**config.mk**
```make
export PLATFORM = sky130hd
export DESIGN_NAME = mem_access_stage_flat
export DESIGN_NICKNAME = d
export VERILOG_FILES = /design/src/rtl/mem_access_stage_pkg.sv /design/src/rtl/mem_access_stage_if.sv /design/src/rtl/mem_access_stage_mem_op_decode.sv /design/src/rtl/mem_access_stage.sv /design/src/flat_wrapper.sv
export SDC_FILE = /design/constraint.sdc
export NUM_CORES = 1
export LEC_CHECK = 0
export CAP_MARGIN = 10
export CORE_AREA = 2 2 95 97
export CTS_CLUSTER_SIZE = 16
export DETAILED_ROUTE_END_ITERATION = 10
export DIE_AREA = 0 0 97 99
export DONT_BUFFER_PORTS = 1
export SLEW_MARGIN = 20
export SYNTH_ARGS = -nofsm -noshare
export SYNTH_HDL_FRONTEND = slang
export SYNTH_SLANG_ARGS = --single-unit
```
**constraint.sdc**
```tcl
create_clock -name clock -period 2.6 [get_ports clock]
set_clock_uncertainty 0.15 [all_clocks]
set_input_delay 0.26 -clock clock [delete_from_list [all_inputs] [get_ports clock]]
set_output_delay 0.26 -clock clock [all_outputs]
set_load 0.02 [all_outputs]
```
**src/rtl/mem_access_stage_pkg.sv**
```systemverilog
// Shared definitions for the MEM stage: instruction layout, opcodes and FSM encoding.
package mem_access_stage_pkg;
  localparam int INSTR_W = 20;
  localparam int OPC_HI  = 19;
  localparam int OPC_LO  = 16;

  localparam logic [3:0] OP_LOAD   = 4'b1011;
  localparam logic [3:0] OP_STORE  = 4'b1100;
  localparam logic [3:0] OP_COPYIN = 4'b1111;

  localparam logic [0:0] ST_IDLE = 1'b0;
  localparam logic [0:0] ST_BUSY = 1'b1;

  function automatic logic [3:0] get_opcode(input logic [INSTR_W-1:0] instr);
    return instr[OPC_HI:OPC_LO];
  endfunction
endpackage

```
**src/rtl/mem_access_stage_if.sv**
```systemverilog
// Data-memory req/ack bus between the MEM stage (master) and the data memory (slave).
interface mem_access_stage_if #(
  parameter int DATA_W = 16,
  parameter int ADDR_W = 8
);
  logic              dmem_req;
  logic              dmem_we;
  logic [ADDR_W-1:0] dmem_addr;
  logic [DATA_W-1:0] dmem_wdata;
  logic              dmem_ack;
  logic [DATA_W-1:0] dmem_rdata;

  modport master (
    output dmem_req, dmem_we, dmem_addr, dmem_wdata,
    input  dmem_ack, dmem_rdata
  );

  modport slave (
    input  dmem_req, dmem_we, dmem_addr, dmem_wdata,
    output dmem_ack, dmem_rdata
  );
endinterface

```
**src/rtl/mem_access_stage_mem_op_decode.sv**
```systemverilog
// Opcode classifier shared with the MEM control path so both use identical opcode constants.
module mem_op_decode
  import mem_access_stage_pkg::*;
(
  input  logic [3:0] opcode_i,
  output logic       is_load_o,
  output logic       is_store_o,
  output logic       is_copyin_o
);
  assign is_load_o   = (opcode_i == OP_LOAD);
  assign is_store_o  = (opcode_i == OP_STORE);
  assign is_copyin_o = (opcode_i == OP_COPYIN);
endmodule

```
**src/rtl/mem_access_stage.sv**
```systemverilog
// MEM pipeline stage: pass-through/COPY INPUT in one cycle, LOAD/STORE via a req/ack
// transaction with a bounded wait; stalls upstream while a transaction is outstanding.
module mem_access_stage
  import mem_access_stage_pkg::*;
#(
  parameter int DATA_W      = 16,
  parameter int ADDR_W      = 8,
  parameter int MEM_TIMEOUT = 15
) (
  input  logic               clock,
  input  logic               reset,
  input  logic               ex_valid,
  input  logic [INSTR_W-1:0] ex_instruction,
  input  logic [DATA_W-1:0]  ex_alu_result,
  input  logic [DATA_W-1:0]  ex_store_data,
  input  logic [DATA_W-1:0]  io_in,
  mem_access_stage_if.master dmem,
  output logic               mem_stall,
  output logic               wb_valid,
  output logic [INSTR_W-1:0] wb_instruction,
  output logic [DATA_W-1:0]  wb_data,
  output logic               mem_error
);
  localparam int CNT_W = $clog2(MEM_TIMEOUT + 1);
  localparam logic [CNT_W-1:0] CNT_LAST = CNT_W'(MEM_TIMEOUT - 1);

  logic [0:0]         state_q, state_d;
  logic [CNT_W-1:0]   cnt_q, cnt_d;
  logic               req_q, req_d;
  logic               we_q, we_d;
  logic [ADDR_W-1:0]  addr_q, addr_d;
  logic [DATA_W-1:0]  wdata_q, wdata_d;
  logic [INSTR_W-1:0] instr_q, instr_d;
  logic               wb_valid_q, wb_valid_d;
  logic [INSTR_W-1:0] wb_instr_q, wb_instr_d;
  logic [DATA_W-1:0]  wb_data_q, wb_data_d;
  logic               err_q, err_d;

  logic is_load_s, is_store_s, is_copyin_s;

  mem_op_decode u_decode (
    .opcode_i    (get_opcode(ex_instruction)),
    .is_load_o   (is_load_s),
    .is_store_o  (is_store_s),
    .is_copyin_o (is_copyin_s)
  );

  // Next-state logic for the IDLE/BUSY controller and the MEM/WB result.
  always_comb begin
    state_d    = state_q;
    cnt_d      = cnt_q;
    req_d      = req_q;
    we_d       = we_q;
    addr_d     = addr_q;
    wdata_d    = wdata_q;
    instr_d    = instr_q;
    wb_valid_d = wb_valid_q;
    wb_instr_d = wb_instr_q;
    wb_data_d  = wb_data_q;
    err_d      = err_q;
    case (state_q)
      ST_IDLE: begin
        if (!ex_valid) begin
          wb_valid_d = 1'b0;
        end else if (is_load_s || is_store_s) begin
          instr_d    = ex_instruction;
          addr_d     = ex_alu_result[ADDR_W-1:0];
          wdata_d    = ex_store_data;
          we_d       = is_store_s;
          req_d      = 1'b1;
          cnt_d      = {CNT_W{1'b0}};
          wb_valid_d = 1'b0;
          state_d    = ST_BUSY;
        end else begin
          wb_valid_d = 1'b1;
          wb_instr_d = ex_instruction;
          wb_data_d  = is_copyin_s ? io_in : ex_alu_result;
        end
      end
      ST_BUSY: begin
        // An ack in the timeout cycle still completes normally.
        if (dmem.dmem_ack) begin
          req_d      = 1'b0;
          wb_valid_d = 1'b1;
          wb_instr_d = instr_q;
          wb_data_d  = we_q ? DATA_W'(addr_q) : dmem.dmem_rdata;
          state_d    = ST_IDLE;
        end else if (cnt_q == CNT_LAST) begin
          req_d      = 1'b0;
          err_d      = 1'b1;
          wb_valid_d = 1'b0;
          state_d    = ST_IDLE;
        end else begin
          cnt_d      = cnt_q + CNT_W'(1);
          wb_valid_d = 1'b0;
        end
      end
      default: begin
        state_d    = ST_IDLE;
        req_d      = 1'b0;
        wb_valid_d = 1'b0;
      end
    endcase
  end

  // State and output registers with synchronous reset.
  always_ff @(posedge clock) begin
    if (reset) begin
      state_q    <= ST_IDLE;
      cnt_q      <= {CNT_W{1'b0}};
      req_q      <= 1'b0;
      we_q       <= 1'b0;
      addr_q     <= {ADDR_W{1'b0}};
      wdata_q    <= {DATA_W{1'b0}};
      instr_q    <= {INSTR_W{1'b0}};
      wb_valid_q <= 1'b0;
      wb_instr_q <= {INSTR_W{1'b0}};
      wb_data_q  <= {DATA_W{1'b0}};
      err_q      <= 1'b0;
    end else begin
      state_q    <= state_d;
      cnt_q      <= cnt_d;
      req_q      <= req_d;
      we_q       <= we_d;
      addr_q     <= addr_d;
      wdata_q    <= wdata_d;
      instr_q    <= instr_d;
      wb_valid_q <= wb_valid_d;
      wb_instr_q <= wb_instr_d;
      wb_data_q  <= wb_data_d;
      err_q      <= err_d;
    end
  end

  assign mem_stall       = (state_q == ST_BUSY) && !dmem.dmem_ack;
  assign dmem.dmem_req   = req_q;
  assign dmem.dmem_we    = we_q;
  assign dmem.dmem_addr  = addr_q;
  assign dmem.dmem_wdata = wdata_q;
  assign wb_valid        = wb_valid_q;
  assign wb_instruction  = wb_instr_q;
  assign wb_data         = wb_data_q;
  assign mem_error       = err_q;
endmodule

```
**src/flat_wrapper.sv**
```systemverilog
// flat-port wrapper written by rule: the top's interface ports become plain ports
module mem_access_stage_flat import mem_access_stage_pkg::*;
#(
  parameter int DATA_W      = 16,
  parameter int ADDR_W      = 8,
  parameter int MEM_TIMEOUT = 15
)
  (clock, reset, ex_valid, ex_instruction, ex_alu_result, ex_store_data, io_in, mem_stall, wb_valid, wb_instruction, wb_data, mem_error, dmem_dmem_req, dmem_dmem_we, dmem_dmem_addr, dmem_dmem_wdata, dmem_dmem_ack, dmem_dmem_rdata);
  mem_access_stage_if #(.DATA_W(DATA_W), .ADDR_W(ADDR_W)) dmem_i ();
  input  logic clock;
  input  logic reset;
  input  logic ex_valid;
  input  logic [INSTR_W-1:0] ex_instruction;
  input  logic [DATA_W-1:0] ex_alu_result;
  input  logic [DATA_W-1:0] ex_store_data;
  input  logic [DATA_W-1:0] io_in;
  output logic mem_stall;
  output logic wb_valid;
  output logic [INSTR_W-1:0] wb_instruction;
  output logic [DATA_W-1:0] wb_data;
  output logic mem_error;
  output wire logic [$bits(dmem_i.dmem_req)-1:0] dmem_dmem_req;
  output wire logic [$bits(dmem_i.dmem_we)-1:0] dmem_dmem_we;
  output wire logic [$bits(dmem_i.dmem_addr)-1:0] dmem_dmem_addr;
  output wire logic [$bits(dmem_i.dmem_wdata)-1:0] dmem_dmem_wdata;
  input wire logic [$bits(dmem_i.dmem_ack)-1:0] dmem_dmem_ack;
  input wire logic [$bits(dmem_i.dmem_rdata)-1:0] dmem_dmem_rdata;
  assign dmem_dmem_req = dmem_i.dmem_req;
  assign dmem_dmem_we = dmem_i.dmem_we;
  assign dmem_dmem_addr = dmem_i.dmem_addr;
  assign dmem_dmem_wdata = dmem_i.dmem_wdata;
  assign dmem_i.dmem_ack = dmem_dmem_ack;
  assign dmem_i.dmem_rdata = dmem_dmem_rdata;
  mem_access_stage #(.DATA_W(DATA_W), .ADDR_W(ADDR_W), .MEM_TIMEOUT(MEM_TIMEOUT)) u_core (.clock(clock), .reset(reset), .ex_valid(ex_valid), .ex_instruction(ex_instruction), .ex_alu_result(ex_alu_result), .ex_store_data(ex_store_data), .io_in(io_in), .dmem(dmem_i), .mem_stall(mem_stall), .wb_valid(wb_valid), .wb_instruction(wb_instruction), .wb_data(wb_data), .mem_error(mem_error));
endmodule
```
==> results.yml <==
route:
  vias: 3526
  drt-total-wl_um: 10700
  dr.max_layer_used: "met4"
  wl_per_cell_um: 17.3
  postRouteAntennaNets: 0
  wl_met3_um: 767
  drc: 0
  drt_first_iter_violations: 111
  viasPerCell: 5.72
  dr.pass1.iters: 4
  wl_met2_um: 5170
  m1WireLength_um: 4540
clock_tree:
  cts_tree: "built"
  ctsResizeCount: 0
  postCtsHoldBufs: 46
  path_clk_slew_ns: 0.09
  cts_max_level: 3
  ctsRootBufferMaster: "clkbuf_8"
  cts_sinks: 89
  cts_setup_buffers: 0
  ctsLongestPathBuffers: 2
  clock_latency_ns: 0.34
  cts_buffers: 9
layout:
  utilization: 0.574
  diodes: 0
  final_area_um2: 4910
  drive_above_1_share: 0.124
  syn_to_final_growth_pct: 18.4
  fin_nets: 593
power:
  leakage_nw: 1.70
  power.density_nw_per_um2: 598
  power_mw: 2.94
  vdd_drop_max_uv: 259
global_route:
  antenna_found_initial: 0
  grt_max_degree: 88
  grt_pass1_wl_um: 17500
  grt.total_usage: 0.224
  overflow: 0
  first_global_vias: 3553
worst_hold_path:
  hold_class: "in -> reg"
logic_synthesis:
  synth_area_leaders: "dfxtp_1 (43%), mux2i_1 (10%), a21oi_1 (9.6%)"
  synth_largest_area_cell: "dfxtp_1"
  synth_top_area_share: 0.429
  ys_warn_count: 0
  synth_edf_count: 0
  netlist_area_um2: 4150
  ys_seq_area_frac: 0.429
  synthTopCellsByCount: "dfxtp_1 (89), nand2_1 (85), a21oi_1 (80), mux2i_1 (43), nor2_1 (26)"
  synth_flop_cell: "dfxtp_1"
  yosysUniqueCellTypes: 36
  synth_cells: 475
  syn-num-nets: 565
  async_reset_ff_frac: 0
  synth_seq_cells: 89
  synth.most_common_cell: "dfxtp_1"
  avgSynthCellArea_um2: 8.74
die:
  num_rows: 34
  initial_utilization: 0.485
  fp.dieW_um: 97
  die_y_um: 99
  fp.dieArea_um2: 9600
  design.core.area_um2: 8550
  io_pins: 153
timing:
  hold_slack_ns: 0.0246
  final.period_utilization: 0.935
  worst_slew_pin_slew_ns: 0.842
  layout_min_cycle_time_ns: 2.43
  fmax_ghz: 0.411
  relSlewSlack: 0.437
  drv_slew: 0
  grt_setup_unrepaired: "no"
  fin_setup_tns_ns: 0
  setup_viol: 0
  finalHoldViolCount: 0
status:
  status: "complete, no violations"
place:
  place.gp.congestion: 0.757
  io_buffers: 0
  placed_area_um2: 4210
  post-dp-hpwl_um: 6460
critical_path:
  cp-start-kind: "flop"
  cp_cell_sequence: "nand2b_1 > buf_4 > o21ba_2 > buf_4 > nand2_1 > a21oi_1 > dlygate4sd3_1"
  worst-path-buf-inv: 3
  end_kind: "flop"
  critPathArrivalTime_ns: 2.57
  path_max_fanout: 22
  path_common_cell: "buf_4"
  critPathRequiredTime_ns: 2.74
  path_class: "reg -> reg"
  max_stage_delay_ns: 0.55
  crit_slowest_cell: "o21ba_2"
  critPathTopFamily: "buffers and inverters"
flow_run:
  cap_violations: 0
[sequential cells by signal (all words and copies together) (netlist names)]
signal                  flops
u_core.dmem.dmem_wdata     16
u_core.dmem.dmem_we         1
u_core.dmem.dmem_req        1
u_core.wb_data             16
u_core.instr_q             20
u_core.cnt_q                4
u_core.wb_instruction      20
u_core.wb_valid             1
u_core.state_q              1
u_core.mem_error            1
u_core.dmem.dmem_addr       8
[per-stage QoR]
| step | setup WS [ns] | instances |
|---|---|---|
| 5_1_grt | 0.0548 | 616 |
| 2_1_floorplan | 0.793 | 475 |
| 3_3_place_gp | 0.217 | 553 |
| 4_1_cts | 0.162 | 615 |
| 6_report | 0.168 | 616 |
| 3_5_place_dp | 0.161 | 553 |
[cell usage in the layout, fill, tap and decap left out, drive strengths merged, types with 3 or more instances in the layout]
cell,instances
dlygate4sd3,45
nor2,26
nor2b,17
clkinv,3
o32ai,16
a21oi,80
nand2,85
dfxtp,89
nand2b,9
inv,3
mux2i,43
mux2,16
nand3,8
buf,14
clkbuf,10
a211oi,21
[path summary, 6_finish.rpt]
path              slack, ns                        to  cells after the start          startpoint
hold / removal         0.02  u_core.wb_instruction[1]                      2   ex_instruction[1]
setup / recovery       0.17         u_core.instr_q[5]                      7      u_core.state_q
setup reg to reg       0.17         u_core.instr_q[5]                      7      u_core.state_q
hold reg to reg        0.31        u_core.instr_q[14]                      2  u_core.instr_q[14]
[cells by family after synthesis]
| kind of cell | count (synthesis) | share of synthesized area |
|---|---|---|
| and+or+nand+nor | 155 | 0.169 |
| adders and majority gates | 2 | 0.00603 |
| buffers and inverters | 44 | 0.0506 |
| DFF | 89 | 0.429 |
| AOI/OAI and AO/OA | 126 | 0.197 |
| muxes | 59 | 0.147 |
[power breakdown]
| part | internal [mW] | switching (mW) |
|---|---|---|
| Sequential | 1.44 | 0.125 |
| Clock | 0.484 | 0.512 |
| Combinational | 0.187 | 0.194 |
| Total | 2.11 | 0.831 |
[metal layers]
layer,track usage,vias up
li1,-,1725
met1,0.275,1664
met2,0.371,120
met3,0.0723,17
met4,0.0791,0
met5,0,-
[area by class of cell]
cell class / count / area, um2
clock inverter: 6 / 75.1
fill: 793 / 3640
timing repair buffer: 59 / 596
tap: 108 / 135
clock buffer: 10 / 138
inverter: 2 / 7.51
multi-input combinational: 342 / 2180
sequential: 89 / 1780
Note: power is estimated with default switching activity, not from simulation.
